File: src/rtl/pyramid_level_scheduler_if.sv
// pyramid_level_scheduler_if: control/status bundle between the frame sequencer and its host.
interface pyramid_level_scheduler_if;
  logic        enable;
  logic        vsync_in;
  logic [2:0]  level_done;
  logic [2:0]  level_start;
  logic [1:0]  active_level;
  logic        busy;
  logic        first_frame;
  logic        track_ok;
  logic        track_lost;
  logic        protocol_err;
  logic [15:0] frames_ok_cnt;
  logic [15:0] frames_lost_cnt;
  modport master (
    output enable, vsync_in, level_done,
    input  level_start, active_level, busy, first_frame, track_ok, track_lost, protocol_err,
           frames_ok_cnt, frames_lost_cnt
  );
  modport slave (
    input  enable, vsync_in, level_done,
    output level_start, active_level, busy, first_frame, track_ok, track_lost, protocol_err,
           frames_ok_cnt, frames_lost_cnt
  );
endinterface

File: src/rtl/pyramid_level_scheduler.sv
// pyramid_level_scheduler: per-frame L2->L1->L0 start sequencer with watchdog and ok/lost reporting.
// Define PYRAMID_SCHED_STATS_EN to add saturating ok/lost frame counters.
module pyramid_level_scheduler #(
  parameter int TIMEOUT_CYCLES = 2475000,
  parameter int TIMEOUT_W      = 22,
  parameter int SKIP_FIRST     = 1
) (
  input logic                      rx_pclk,
  input logic                      reset_n,
  pyramid_level_scheduler_if.slave bus
);
  typedef enum logic [2:0] {IDLE, ARM, RUN_L2, RUN_L1, RUN_L0, DONE, LOST} state_t;
  state_t               state;
  logic                 vsync_q;
  logic [TIMEOUT_W-1:0] wd;
  logic                 rise, done_cur, final_done, timeout;
  logic [2:0]           cur;
  always_comb begin
    rise       = bus.vsync_in & ~vsync_q;
    cur        = bus.busy ? 3'b001 << bus.active_level : 3'b000;
    done_cur   = |(bus.level_done & cur);
    final_done = done_cur & (state == RUN_L0);
    timeout    = wd == TIMEOUT_W'(TIMEOUT_CYCLES - 1);
  end
  always_ff @(posedge rx_pclk) begin
    if (!reset_n) begin
      state            <= IDLE;
      vsync_q          <= 1'b0;
      wd               <= '0;
      bus.level_start  <= '0;
      bus.active_level <= 2'd3;
      bus.busy         <= 1'b0;
      bus.first_frame  <= 1'b0;
      bus.track_ok     <= 1'b0;
      bus.track_lost   <= 1'b0;
      bus.protocol_err <= 1'b0;
    end else begin
      vsync_q          <= bus.vsync_in;
      bus.level_start  <= '0;
      bus.track_ok     <= 1'b0;
      bus.track_lost   <= 1'b0;
      bus.protocol_err <= bus.protocol_err | (|(bus.level_done & ~cur));
      if (!bus.enable) begin
        state            <= IDLE;
        bus.busy         <= 1'b0;
        bus.active_level <= 2'd3;
        bus.first_frame  <= 1'b0;
      end else if (state == IDLE) begin
        state           <= ARM;
        bus.first_frame <= SKIP_FIRST != 0;
      end else if (state inside {ARM, DONE, LOST}) begin
        state           <= rise && !bus.first_frame ? RUN_L2 : ARM;
        bus.first_frame <= bus.first_frame & ~rise;
        if (rise && !bus.first_frame) begin
          bus.level_start  <= 3'b100;
          bus.active_level <= 2'd2;
          bus.busy         <= 1'b1;
          wd               <= '0;
        end
      end else if (rise) begin
        // frame overrun: a coinciding final done still counts as success
        state            <= RUN_L2;
        bus.level_start  <= 3'b100;
        bus.active_level <= 2'd2;
        bus.busy         <= 1'b1;
        wd               <= '0;
        bus.track_ok     <= final_done;
        bus.track_lost   <= ~final_done;
      end else if (final_done) begin
        state            <= DONE;
        bus.track_ok     <= 1'b1;
        bus.busy         <= 1'b0;
        bus.active_level <= 2'd3;
      end else if (done_cur) begin
        state            <= state == RUN_L2 ? RUN_L1 : RUN_L0;
        bus.level_start  <= cur >> 1;
        bus.active_level <= bus.active_level - 2'd1;
        wd               <= '0;
      end else if (timeout) begin
        state            <= LOST;
        bus.track_lost   <= 1'b1;
        bus.busy         <= 1'b0;
        bus.active_level <= 2'd3;
      end else begin
        wd <= &wd ? wd : wd + 1'b1;
      end
    end
  end
`ifdef PYRAMID_SCHED_STATS_EN
  always_ff @(posedge rx_pclk) begin
    if (!reset_n) begin
      bus.frames_ok_cnt   <= '0;
      bus.frames_lost_cnt <= '0;
    end else begin
      if (bus.track_ok && !(&bus.frames_ok_cnt)) bus.frames_ok_cnt <= bus.frames_ok_cnt + 16'd1;
      if (bus.track_lost && !(&bus.frames_lost_cnt)) bus.frames_lost_cnt <= bus.frames_lost_cnt + 16'd1;
    end
  end
`else
  always_comb begin
    bus.frames_ok_cnt   = '0;
    bus.frames_lost_cnt = '0;
  end
`endif
endmodule

File: src/flat_wrapper.sv
// flat-port wrapper written by rule: the top's interface ports become plain ports
module pyramid_level_scheduler_flat 
#(
  parameter int TIMEOUT_CYCLES = 2475000,
  parameter int TIMEOUT_W      = 22,
  parameter int SKIP_FIRST     = 1
)
  (rx_pclk, reset_n, bus_enable, bus_vsync_in, bus_level_done, bus_level_start, bus_active_level, bus_busy, bus_first_frame, bus_track_ok, bus_track_lost, bus_protocol_err, bus_frames_ok_cnt, bus_frames_lost_cnt);
  pyramid_level_scheduler_if bus_i ();
  input logic rx_pclk;
  input logic reset_n;
  input wire logic [$bits(bus_i.enable)-1:0] bus_enable;
  input wire logic [$bits(bus_i.vsync_in)-1:0] bus_vsync_in;
  input wire logic [$bits(bus_i.level_done)-1:0] bus_level_done;
  output wire logic [$bits(bus_i.level_start)-1:0] bus_level_start;
  output wire logic [$bits(bus_i.active_level)-1:0] bus_active_level;
  output wire logic [$bits(bus_i.busy)-1:0] bus_busy;
  output wire logic [$bits(bus_i.first_frame)-1:0] bus_first_frame;
  output wire logic [$bits(bus_i.track_ok)-1:0] bus_track_ok;
  output wire logic [$bits(bus_i.track_lost)-1:0] bus_track_lost;
  output wire logic [$bits(bus_i.protocol_err)-1:0] bus_protocol_err;
  output wire logic [$bits(bus_i.frames_ok_cnt)-1:0] bus_frames_ok_cnt;
  output wire logic [$bits(bus_i.frames_lost_cnt)-1:0] bus_frames_lost_cnt;
  assign bus_i.enable = bus_enable;
  assign bus_i.vsync_in = bus_vsync_in;
  assign bus_i.level_done = bus_level_done;
  assign bus_level_start = bus_i.level_start;
  assign bus_active_level = bus_i.active_level;
  assign bus_busy = bus_i.busy;
  assign bus_first_frame = bus_i.first_frame;
  assign bus_track_ok = bus_i.track_ok;
  assign bus_track_lost = bus_i.track_lost;
  assign bus_protocol_err = bus_i.protocol_err;
  assign bus_frames_ok_cnt = bus_i.frames_ok_cnt;
  assign bus_frames_lost_cnt = bus_i.frames_lost_cnt;
  pyramid_level_scheduler #(.TIMEOUT_CYCLES(TIMEOUT_CYCLES), .TIMEOUT_W(TIMEOUT_W), .SKIP_FIRST(SKIP_FIRST)) u_core (.rx_pclk(rx_pclk), .reset_n(reset_n), .bus(bus_i));
endmodule
File: config.mk
export PLATFORM = sky130hd
export DESIGN_NAME = pyramid_level_scheduler_flat
export DESIGN_NICKNAME = d
export VERILOG_FILES = /design/src/rtl/pyramid_level_scheduler_if.sv /design/src/rtl/pyramid_level_scheduler.sv /design/src/flat_wrapper.sv
export SDC_FILE = /design/constraint.sdc
export NUM_CORES = 1
export LEC_CHECK = 0
export BUFFER_PORTS_ARGS = -buffer_cell sky130_fd_sc_hd__buf_2
export CORE_UTILIZATION = 54
export CTS_CLUSTER_DIAMETER = 150
export DETAILED_ROUTE_END_ITERATION = 7
export PLACE_DENSITY = 0.78
export SYNTH_ARGS = -nofsm -noshare
export SYNTH_HDL_FRONTEND = slang
export SYNTH_SLANG_ARGS = --single-unit
File: constraint.sdc
create_clock -name rx_pclk -period 2.9 [get_ports rx_pclk]
set_clock_uncertainty 0.15 [all_clocks]
set_input_delay 0.58 -clock rx_pclk [delete_from_list [all_inputs] [get_ports rx_pclk]]
set_output_delay 0.58 -clock rx_pclk [all_outputs]
set_load 0.01 [all_outputs]
==> results.yml <==
clocking:
  cts_resized: 0
  post_cts_buffers: 0
  cts_htree_levels: 2
  cts_buffer_depth: 2
  clk_pin_slew_ns: 0.08
  cts_hold_buffers: 0
  numCtsBuffers: 5
  clock_latency_ns: 0.30
  root_buffer: "clkbuf_8"
  clock-sinks: 36
  cts_tree: "built"
logic_synthesis:
  synth_area_um2: 2280
  yosysSeqAreaShare_pct: 31.5
  synth-main-ff-cell: "dfxtp_1"
  ys_async_sr_fraction_pct: 0
  synth-seq-cells: 36
  ys_types: 57
  ys_warn_count: 0
  synth_edf_count: 0
  syn_avg_cell_area_um2: 7.85
  netlist_instances: 291
sta:
  slew_headroom_pct: 41.4
  slew_violations: 0
  timing.fmax_mhz: 370
  finalSetupViolCount: 0
  period_share_pct: 93.3
  layout_min_cycle_time_ns: 2.71
  rsz0062_at_grt: "no"
  setup_ws_ns: 0.194
  finalSetupTns_ns: 0
  worst_slew_pin_slew_ns: 0.876
  hold_viol: 0
global_routing:
  grt_pass1_vias: 1811
  grt_max_degree: 16
  met1_usage_pct: 30.0
  grt_pass1_wl_mm: 8.19
  use_met2_pct: 37.9
  overflow: 0
  grtUsageTotal_pct: 23.8
  antenna_found_initial: 0
  met3_usage_pct: 4.97
  globalRoute.busiestLayer: "met2"
setup_path:
  r2r_end: "u_core.wd[19]"
  crit_end: "u_core.wd[19]"
  rrSetupSlack_ns: 0.19
  ff2ff_path_depth: 8
  endpoint_kind: "register"
  crit_start: "u_core.bus.active_level[0]"
  worstPathRequired_ns: 2.99
  cp.arrival_ns: 2.79
  reg2reg_from: "u_core.bus.active_level[0]"
  start_kind: "register"
  crit_type: "reg -> reg"
  cp_max_fo: 9
pwr:
  p_leak_nw: 1.04
  p_per_area_nw_per_um2: 432
  ir_drop_mv: 0.338
floorplanning:
  ios: 49
  core_um2: 4030
  die_y_um: 67.0
  rows: 23
  die_area_um2: 4500
  start_util_pct: 56.7
  die_w_um: 67.0
flow_run:
  cap_violations: 0
layout:
  post-route-util_pct: 60.2
  area_growth_pct: 6.24
  fillers: 384
  final_cell_mix: "36 x dfxtp_1, 32 x conb_1, 22 x nor2_1, 21 x nand2_1, 17 x nand3_1"
  final_nets: 323
  drive_gt1_share_pct: 14.4
  antennaDiodeCount: 0
  layout_commonest_cell: "dfxtp_1"
drt:
  drc: 0
  vias_per_cell: 5.77
  ant_nets: 0
  vias: 2094
  drt_wl_total_mm: 4.83
  first_iter_violations: 249
  avgRoutedWirePerCell_um: 13.3
  firstDrtPassIters: 6
place:
  pre_cts_slack_ns: 0.223
  gp_congestion: 0.925
  numPortBuffers: 16
  hpwlAfterDp_mm: 3.50
outcome:
  status: "finished clean"
worst_hold_path:
  hp-class: "reg -> reg"
[sequential cells by signal, indices dropped and copies added (netlist names)]
signal and cells:
u_core.bus.track_ok 1, u_core.bus.first_frame 1, u_core.bus.protocol_err 1, u_core.bus.level_start 3, u_core.bus.active_level 2, u_core.state 3
u_core.vsync_q 1, u_core.wd 22, u_core.bus.track_lost 1, u_core.bus.busy 1
[stage by stage]
stage | total power [mW] | instance area, um2 | cells | hold WS (ns)
6_report | 1.05 | 2430 | 363 | 0.338
5_1_grt | 1.09 | 2430 | 363 | 0.372
4_1_cts | 1.05 | 2430 | 363 | 0.337
3_5_place_dp | 0.617 | 2320 | 355 | 0.321
3_3_place_gp | 0.617 | 2320 | 355 | 0.310
2_1_floorplan | 0.622 | 2400 | 322 | 0.299
[worst max-delay path, stage by stage (launching register included)]
cell,delay [ns]
dfxtp_1,0.43
inv_1,0.09
ha_1,0.21
a222oi_1,0.53
nand2b_1,0.30
nand4_4,0.19
or3_4,0.44
nor4_1,0.17
a211o_1,0.13
[cell type report]
type | count | area [um2] | area share [%]
clock buffers | 6 | 72.6 | 2.99
clock inverters | 2 | 35.0 | 1.44
inverters | 13 | 48.8 | 2.01
multi-input cells | 231 | 1340 | 55.2
flip-flops and latches | 36 | 721 | 29.7
well taps | 50 | 62.6 | 2.58
repair buffers | 25 | 148 | 6.08
[report_power, final]
group          internal, mW  total [mW]  switching (mW)
sequential            0.499       0.503         0.00380
combinational        0.0319       0.104          0.0725
clock                 0.255       0.440           0.185
[cells in the mapped netlist, types with 4 or more instances]
| cell type | number | share of area [%] |
|---|---|---|
| ha_1 | 4 | 2.2 |
| and2_1 | 5 | 1.4 |
| nor3_1 | 7 | 1.5 |
| clkbuf_1 | 6 | 0.99 |
| nor4_1 | 6 | 1.6 |
| nand2_1 | 21 | 3.5 |
| dfxtp_1 | 36 | 32 |
| buf_4 | 33 | 11 |
| and3_1 | 8 | 2.2 |
| a21oi_1 | 16 | 3.5 |
| nand4_1 | 10 | 2.7 |
| nand3_1 | 17 | 3.7 |
| o21ai_1 | 9 | 2.0 |
| o21ai_0 | 12 | 2.6 |
| inv_1 | 13 | 2.1 |
| nor2_1 | 22 | 3.6 |
| a31oi_1 | 4 | 1.1 |
| o22ai_1 | 4 | 1.1 |
| nand2b_1 | 9 | 2.5 |
[cell families after synthesis]
logic type	synth area share, %
compound gates	20.6
fa+ha+maj	2.19
buf+inv	14.9
flops	31.5
mux	0.438
other cells	0.164
simple gates	30.2
[worst min path at each step]
stage / from / end / cells after the start
2_1_floorplan: u_core.wd[16] / u_core.wd[16] / 1
3_3_place_gp: u_core.wd[16] / u_core.wd[16] / 1
3_5_place_dp: u_core.wd[16] / u_core.wd[16] / 1
4_1_cts: u_core.wd[16] / u_core.wd[16] / 1
5_1_grt: u_core.wd[13] / u_core.wd[13] / 1
6_report: u_core.wd[16] / u_core.wd[16] / 1
[metal layers]
metal	wire length, um	vias to the layer above
met5	0	-
met4	97	0
met3	248	11
met2	2310	67
met1	2170	973
li1	-	1043
(Power assumes the default switching activity.)
